--- src/rtl/sn_network_core.sv ---
// Integrate-and-fire spiking network with a run controller that steps the network once per clock.
// Optional build macro SN_OUT_SPIKE_CNT_EN adds per-output-neuron spike rising-edge counters.
module sn_network_core #(
  parameter int P_NUM_NEURONS       = 21,
  parameter int P_NUM_OUTPUTS       = 3,
  parameter int P_NUM_INPUTS        = 9,
  parameter int P_DFLT_CNTR_VAL     = 40,
  parameter int P_TABLE_NUM_ROWS    = 4,
  parameter int P_TABLE_WEIGHT_BW   = 9,
  parameter int P_NEUR_CURRENT_BW   = 9,
  parameter int P_MAX_NUM_PERIODS   = 2000,
  parameter int P_NEUR_STEP_CNTR_BW = 7,
  parameter int P_NEUR_THRESH       = 256,
  localparam int MSB_BW = $clog2(P_NUM_NEURONS + 1),
  localparam int LSB_BW = $clog2(2 * P_TABLE_NUM_ROWS + 2),
  localparam int PER_BW = $clog2(P_MAX_NUM_PERIODS + 1)
) (
  input  logic                                           clk,
  input  logic                                           rst,
  input  logic                                           io_nc_num_per_wen,
  input  logic [PER_BW-1:0]                              io_nc_num_per_d,
  input  logic [P_NUM_INPUTS:1][P_NEUR_CURRENT_BW-1:0]   io_net_inputs,
  input  logic                                           io_nc_start,
  input  logic                                           io_we,
  input  logic [MSB_BW+LSB_BW-1:0]                       io_waddr,
  input  logic [P_NEUR_CURRENT_BW-1:0]                   io_wdata,
`ifdef SN_OUT_SPIKE_CNT_EN
  output logic [P_NUM_OUTPUTS-1:0][PER_BW-1:0]           nc_io_out_cnts,
`endif
  output logic                                           nc_io_done
);

  localparam int CW = P_NEUR_CURRENT_BW;
  localparam int WW = P_TABLE_WEIGHT_BW;
  localparam int SW = P_NEUR_STEP_CNTR_BW;
  localparam int NR = P_TABLE_NUM_ROWS;
  localparam int IW = CW + $clog2(P_TABLE_NUM_ROWS + 2);
  localparam int VW = CW + 4;
  localparam logic [LSB_BW-1:0]    REG_MAX = LSB_BW'(2 * NR + 1);
  localparam logic signed [VW:0]   V_MAX   = (VW+1)'((2 ** (VW - 1)) - 1);
  localparam logic signed [VW-1:0] V_THR   = VW'(P_NEUR_THRESH);
  localparam logic [0:0] S_IDLE = 1'b0;
  localparam logic [0:0] S_RUN  = 1'b1;

  if (P_NUM_INPUTS + P_NUM_OUTPUTS > P_NUM_NEURONS) begin : g_bad_cfg
    $error("input and output neuron ranges overlap");
  end

  // Clamp membrane potential to [0, signed max of VW bits]
  function automatic logic signed [VW-1:0] sat_v(input logic signed [VW:0] s);
    if (s[VW]) return '0;
    if (s > V_MAX) return V_MAX[VW-1:0];
    return s[VW-1:0];
  endfunction

  logic signed [CW-1:0] r_const [1:P_NUM_NEURONS];
  logic [SW-1:0]        r_step  [1:P_NUM_NEURONS];
  logic [CW-1:0]        r_idx   [1:P_NUM_NEURONS][NR];
  logic signed [WW-1:0] r_wgt   [1:P_NUM_NEURONS][NR];
  logic [MSB_BW-1:0]    w_wn;
  logic [LSB_BW-1:0]    w_wr;

  assign w_wn = io_waddr[MSB_BW+LSB_BW-1:LSB_BW];
  assign w_wr = io_waddr[LSB_BW-1:0];

  always_ff @(posedge clk or posedge rst) begin
    if (rst) begin
      for (int n = 1; n <= P_NUM_NEURONS; n++) begin
        r_const[n] <= '0;
        r_step[n]  <= SW'(P_DFLT_CNTR_VAL);
        for (int r = 0; r < NR; r++) begin
          r_idx[n][r] <= '0;
          r_wgt[n][r] <= '0;
        end
      end
    end else if (io_we && (w_wr <= REG_MAX)) begin
      for (int n = 1; n <= P_NUM_NEURONS; n++) begin
        if (w_wn == MSB_BW'(n)) begin
          if (w_wr == LSB_BW'(0)) r_const[n] <= io_wdata;
          if (w_wr == LSB_BW'(1)) r_step[n] <= io_wdata[SW-1:0];
          for (int r = 0; r < NR; r++) begin
            if (w_wr == LSB_BW'(2 + 2 * r)) r_idx[n][r] <= io_wdata;
            if (w_wr == LSB_BW'(3 + 2 * r)) r_wgt[n][r] <= io_wdata[WW-1:0];
          end
        end
      end
    end
  end

  logic              r_state;
  logic [PER_BW-1:0] r_num_per;
  logic [PER_BW-1:0] r_run_len;
  logic [PER_BW-1:0] r_per_cnt;
  logic              r_done;
  logic              w_start;
  logic              w_upd;
  logic              w_last;

  assign w_start = (r_state == S_IDLE) && io_nc_start;
  assign w_upd   = (r_state == S_RUN) && (r_per_cnt != r_run_len);
  assign w_last  = (r_state == S_RUN) && (r_per_cnt == r_run_len);

  // The run length is latched at start so num_per writes mid-run only affect the next run
  always_ff @(posedge clk or posedge rst) begin
    if (rst) begin
      r_state   <= S_IDLE;
      r_num_per <= '0;
      r_run_len <= '0;
      r_per_cnt <= '0;
      r_done    <= 1'b0;
    end else begin
      if (io_nc_num_per_wen) r_num_per <= io_nc_num_per_d;
      r_done <= w_last;
      if (w_start) begin
        r_state   <= S_RUN;
        r_run_len <= r_num_per;
        r_per_cnt <= '0;
      end else if (w_last) begin
        r_state <= S_IDLE;
      end else if (w_upd) begin
        r_per_cnt <= r_per_cnt + 1'b1;
      end
    end
  end

  assign nc_io_done = r_done;

  logic signed [VW-1:0] r_v        [1:P_NUM_NEURONS];
  logic [SW-1:0]        r_hold     [1:P_NUM_NEURONS];
  logic signed [VW-1:0] w_v_nxt    [1:P_NUM_NEURONS];
  logic [SW-1:0]        w_hold_nxt [1:P_NUM_NEURONS];
  logic [CW-1:0]        w_ext      [1:P_NUM_NEURONS];
  logic [P_NUM_NEURONS:0] w_spike;
  logic signed [IW-1:0] w_cur;
  logic signed [VW:0]   w_sum;
  logic signed [VW-1:0] w_vt;

  always_comb begin
    w_spike = '0;
    for (int n = 1; n <= P_NUM_NEURONS; n++) w_spike[n] = (r_hold[n] != '0);
  end

  always_comb begin
    for (int n = 1; n <= P_NUM_NEURONS; n++) w_ext[n] = '0;
    for (int n = 1; n <= P_NUM_INPUTS; n++) w_ext[n] = io_net_inputs[n];
  end

  // Row sources outside 1..P_NUM_NEURONS never contribute; bit 0 of w_spike is tied low
  always_comb begin
    w_cur = '0;
    w_sum = '0;
    w_vt  = '0;
    for (int n = 1; n <= P_NUM_NEURONS; n++) begin
      w_cur = IW'(r_const[n]) + $signed(IW'(w_ext[n]));
      for (int r = 0; r < NR; r++) begin
        if ((r_idx[n][r] <= CW'(P_NUM_NEURONS)) && w_spike[r_idx[n][r][MSB_BW-1:0]])
          w_cur = w_cur + IW'(r_wgt[n][r]);
      end
      w_sum = (VW+1)'(r_v[n]) + (VW+1)'(w_cur);
      w_vt  = sat_v(w_sum);
      if (r_hold[n] != '0) begin
        w_hold_nxt[n] = r_hold[n] - 1'b1;
        w_v_nxt[n]    = '0;
      end else if (w_vt >= V_THR) begin
        w_hold_nxt[n] = (r_step[n] == '0) ? SW'(1) : r_step[n];
        w_v_nxt[n]    = '0;
      end else begin
        w_hold_nxt[n] = '0;
        w_v_nxt[n]    = w_vt;
      end
    end
  end

  always_ff @(posedge clk or posedge rst) begin
    if (rst) begin
      for (int n = 1; n <= P_NUM_NEURONS; n++) begin
        r_v[n]    <= '0;
        r_hold[n] <= '0;
      end
    end else if (w_start) begin
      for (int n = 1; n <= P_NUM_NEURONS; n++) begin
        r_v[n]    <= '0;
        r_hold[n] <= '0;
      end
    end else if (w_upd) begin
      for (int n = 1; n <= P_NUM_NEURONS; n++) begin
        r_v[n]    <= w_v_nxt[n];
        r_hold[n] <= w_hold_nxt[n];
      end
    end
  end

`ifdef SN_OUT_SPIKE_CNT_EN
  localparam int OBASE = P_NUM_NEURONS - P_NUM_OUTPUTS + 1;
  logic [P_NUM_OUTPUTS-1:0][PER_BW-1:0] r_out_cnt;

  // A rising spike edge is a hold counter leaving zero on this update
  always_ff @(posedge clk or posedge rst) begin
    if (rst) begin
      r_out_cnt <= '0;
    end else if (w_start) begin
      r_out_cnt <= '0;
    end else if (w_upd) begin
      for (int o = 0; o < P_NUM_OUTPUTS; o++) begin
        if ((r_hold[OBASE+o] == '0) && (w_hold_nxt[OBASE+o] != '0))
          r_out_cnt[o] <= r_out_cnt[o] + 1'b1;
      end
    end
  end

  assign nc_io_out_cnts = r_out_cnt;
`endif

endmodule

--- config.mk ---
export PLATFORM = sky130hd
export DESIGN_NAME = sn_network_core
export DESIGN_NICKNAME = d
export VERILOG_FILES = /design/src/rtl/sn_network_core.sv
export SDC_FILE = /design/constraint.sdc
export NUM_CORES = 1
export LEC_CHECK = 0
export ABC_AREA = 0
export BUFFER_PORTS_ARGS = -buffer_cell sky130_fd_sc_hd__buf_2
export CAP_MARGIN = 20
export CELL_PAD_IN_SITES_DETAIL_PLACEMENT = 1
export CELL_PAD_IN_SITES_GLOBAL_PLACEMENT = 1
export CORE_ASPECT_RATIO = 0.5
export CORE_MARGIN = 2
export CORE_UTILIZATION = 32
export CTS_CLUSTER_DIAMETER = 40
export CTS_CLUSTER_SIZE = 28
export DETAILED_ROUTE_END_ITERATION = 16
export GPL_TIMING_DRIVEN = 0
export PLACE_DENSITY_LB_ADDON = 0.1
export SLEW_MARGIN = 40
export SYNTH_ARGS = -nofsm -noshare
export SYNTH_HDL_FRONTEND = slang
export SYNTH_SLANG_ARGS = --single-unit
--- constraint.sdc ---
create_clock -name clk -period 2.2 [get_ports clk]
set_input_delay 0.44 -clock clk [delete_from_list [all_inputs] [get_ports clk]]
set_output_delay 0.44 -clock clk [all_outputs]
set_load 0.05 [all_outputs]
==> results.ini <==
[worst_setup_path]
cp-start-kind=flip-flop
cp_top_family=simple AND/OR/NAND/NOR gates
critPathRequiredTime_ns=2.42
critPathLaunch=r_per_cnt[8]$_DFFE_PP0P_
cp.buffers_inverters=1
crit_chain=xnor2_1, nand4_1, nor3_4, buf_6, o21ai_0, a21oi_1
critPathKind=flip-flop to flip-flop
rrSetupSlack_ns=0.41
endpoint_kind=flip-flop
critPathMaxFanout=10
slowest_delay_ns=0.47
cp.arrival_ns=2.01
cp_slowest_cell=dfrtp_1
timing.rr.start=r_per_cnt[8]$_DFFE_PP0P_

[sta]
worstMarginPinSlew_ns=0.7064
max-slew-margin-rel_pct=52.73
setup_tns_ns=0
fin_crit_ns=1.790
drv_slew=0
setup_violations=0
rsz0062_at_grt=no
clock.fmax_mhz=558.8
fin_skew_ns=0.004318
finalCritPeriodShare_pct=81.35
hold_viol=0

[cells_and_area]
layout-drive-gt1-share_pct=34.16
diodes=0
area_growth_syn_to_layout_pct=19.02
final_area_mm2=0.001973
nets=276

[synthesis]
synth_largest_area_cell=dfrtp_1
synth_top_flop_cell=dfrtp_1
synth.avg_cell_area_um2=12.10
netlist_instances=137
synthesis.area_mm2=0.001658
syn_nets=253
netlist_top_cells_area=dfrtp_1 (53%), mux2_2 (15%), xnor2_1 (5.8%)
ys_types=33
ys_async_sr_fraction_pct=100.0
synth_edf_count=0
yosys-top-cells-count=dfrtp_1 (35), mux2_2 (22), xnor2_1 (11), nand2_1 (9), nand3_1 (8)
synth_top_cell_area_share_pct=52.83
ys_ff_latch=35
ys_seq_area_share_pct=52.83
yosysWarnings=0
synth_most_common_cell=dfrtp_1

[clocking]
htreeDepth=2
holdBufCountCts=0
clk_latency_ns=0.29
cts_resized=0
post_cts_buffers=0
root_buffer=clkbuf_8
cts_buffers=5
clock_path_buffers=2
cts.sinks=35
tritoncts=done
clkTransAtPathRegs_ns=0.07

[global_route]
grt_start_max_net_pins=25
overflow=0
grt-busiest-layer=met2
grt_pass1_wl_um=6065
track_usage_pct=14.89
antenna_found_initial=0
grt_pass1_vias=1179
grtUsageMet1_pct=20.21
met2_usage_pct=22.47
use_met3_pct=3.864

[routing]
via_count=1138
drcViolationCount=0
drt_iter0_drc=21
dr.pass1.iters=3
viasPerCell=4.926
totalWireLength_um=3630
wl_per_cell_um=15.71
ant_nets=0

[power_and_ir_drop]
ir_worst_vdd_v=0.0003441
leakagePower_nw=0.8697
power.density_mw_per_mm2=1264

[floorplan]
start_util_pct=33.46
rows=18
die_y_um=54.90
fp.dieArea_mm2=0.005807
core_area_mm2=0.004955
die_w_um=105.8
num_io_pins=116

[placement]
dpl.hpwl_um=2562
placed_area_mm2=0.001841
place_congestion=0.7059
portBuffers=15

[flow_run]
drv_cap=0

[outcome]
status=completed

[hold_path]
worstHoldPathType=input port to async pin

cell families after synthesis:
kind of cell	share of synthesized area [%]
muxes	16.15
DFF	52.83
xor gates and xnor gates	5.811
AOI/OAI and AO/OA	5.963
buffers and inverters	2.868
adders and majority gates	0.7546
and+or+nand+nor	15.62
power breakdown:
group | internal (mW) | total (mW) | switching, mW | leakage (nW)
clock | 0.453 | 0.692 | 0.240 | 0.0654
combinational | 0.381 | 0.673 | 0.292 | 0.374
sequential | 0.860 | 1.13 | 0.268 | 0.430
total | 1.69 | 2.49 | 0.799 | 0.870
through the flow:
step | utilization (%) | hold WS, ns | setup WS [ns] | instances | total power, mW
after floorplan | - | 0.4766 | 0.7105 | 137 | 1.622
after global placement | 36.74 | 0.4883 | 0.4132 | 222 | 1.779
after detailed placement | 37.15 | 0.4125 | 0.4269 | 223 | 1.820
after CTS | 39.82 | 0.09144 | 0.3873 | 231 | 2.532
after global routing | 39.82 | 0.1013 | 0.2017 | 231 | 2.673
final | 39.82 | 0.08410 | 0.4103 | 231 | 2.493
routing by layer:
| metal | wire (um) | up-vias |
|---|---|---|
| met1 | 1899 | 577 |
| met4 | 74 | 0 |
| met5 | 0 | - |
| met2 | 1551 | 17 |
| li1 | - | 539 |
| met3 | 104 | 5 |
registers in the layout, summed over array words and instances (netlist names):
name / cells
r_state: 1
r_run_len: 11
r_num_per: 11
r_per_cnt: 11
nc_io_done: 1
final timing paths:
kind | end | cells after the start
max | r_per_cnt[5]$_DFFE_PP0P_ | 6
min | nc_io_done$_DFF_PP0_ | 2
max reg2reg | r_per_cnt[5]$_DFFE_PP0P_ | 6
min reg2reg | r_num_per[10]$_DFFE_PP0P_ | 1
max in group asynchronous | r_run_len[6]$_DFFE_PP0P_ | 3
min in group clk | r_num_per[9]$_DFFE_PP0P_ | 2
cell usage in the layout (no fill, tap or decap), drive strengths merged, types with 3 or more instances in the layout:
| master | n |
|---|---|
| or4 | 3 |
| mux2 | 22 |
| o21ai | 3 |
| o211ai | 5 |
| nor3 | 3 |
| dfrtp | 35 |
| nor2 | 4 |
| nand3 | 8 |
| nand2 | 9 |
| nand4 | 4 |
| xnor2 | 11 |
| buf | 19 |
| clkbuf | 7 |
| inv | 6 |
area by class of cell:
type                            count  area [um^2]
Buffer                              4        25.02
Clock inverter                      2        60.06
Inverter                            6        22.52
Fill cell                         551         2982
Tap cell                           70        87.58
Sequential cell                    35        875.8
Timing Repair Buffer               16        95.09
Clock buffer                        6        72.57
Multi-Input combinational cell     92        734.5
Power figures use the tool's default switching activity.
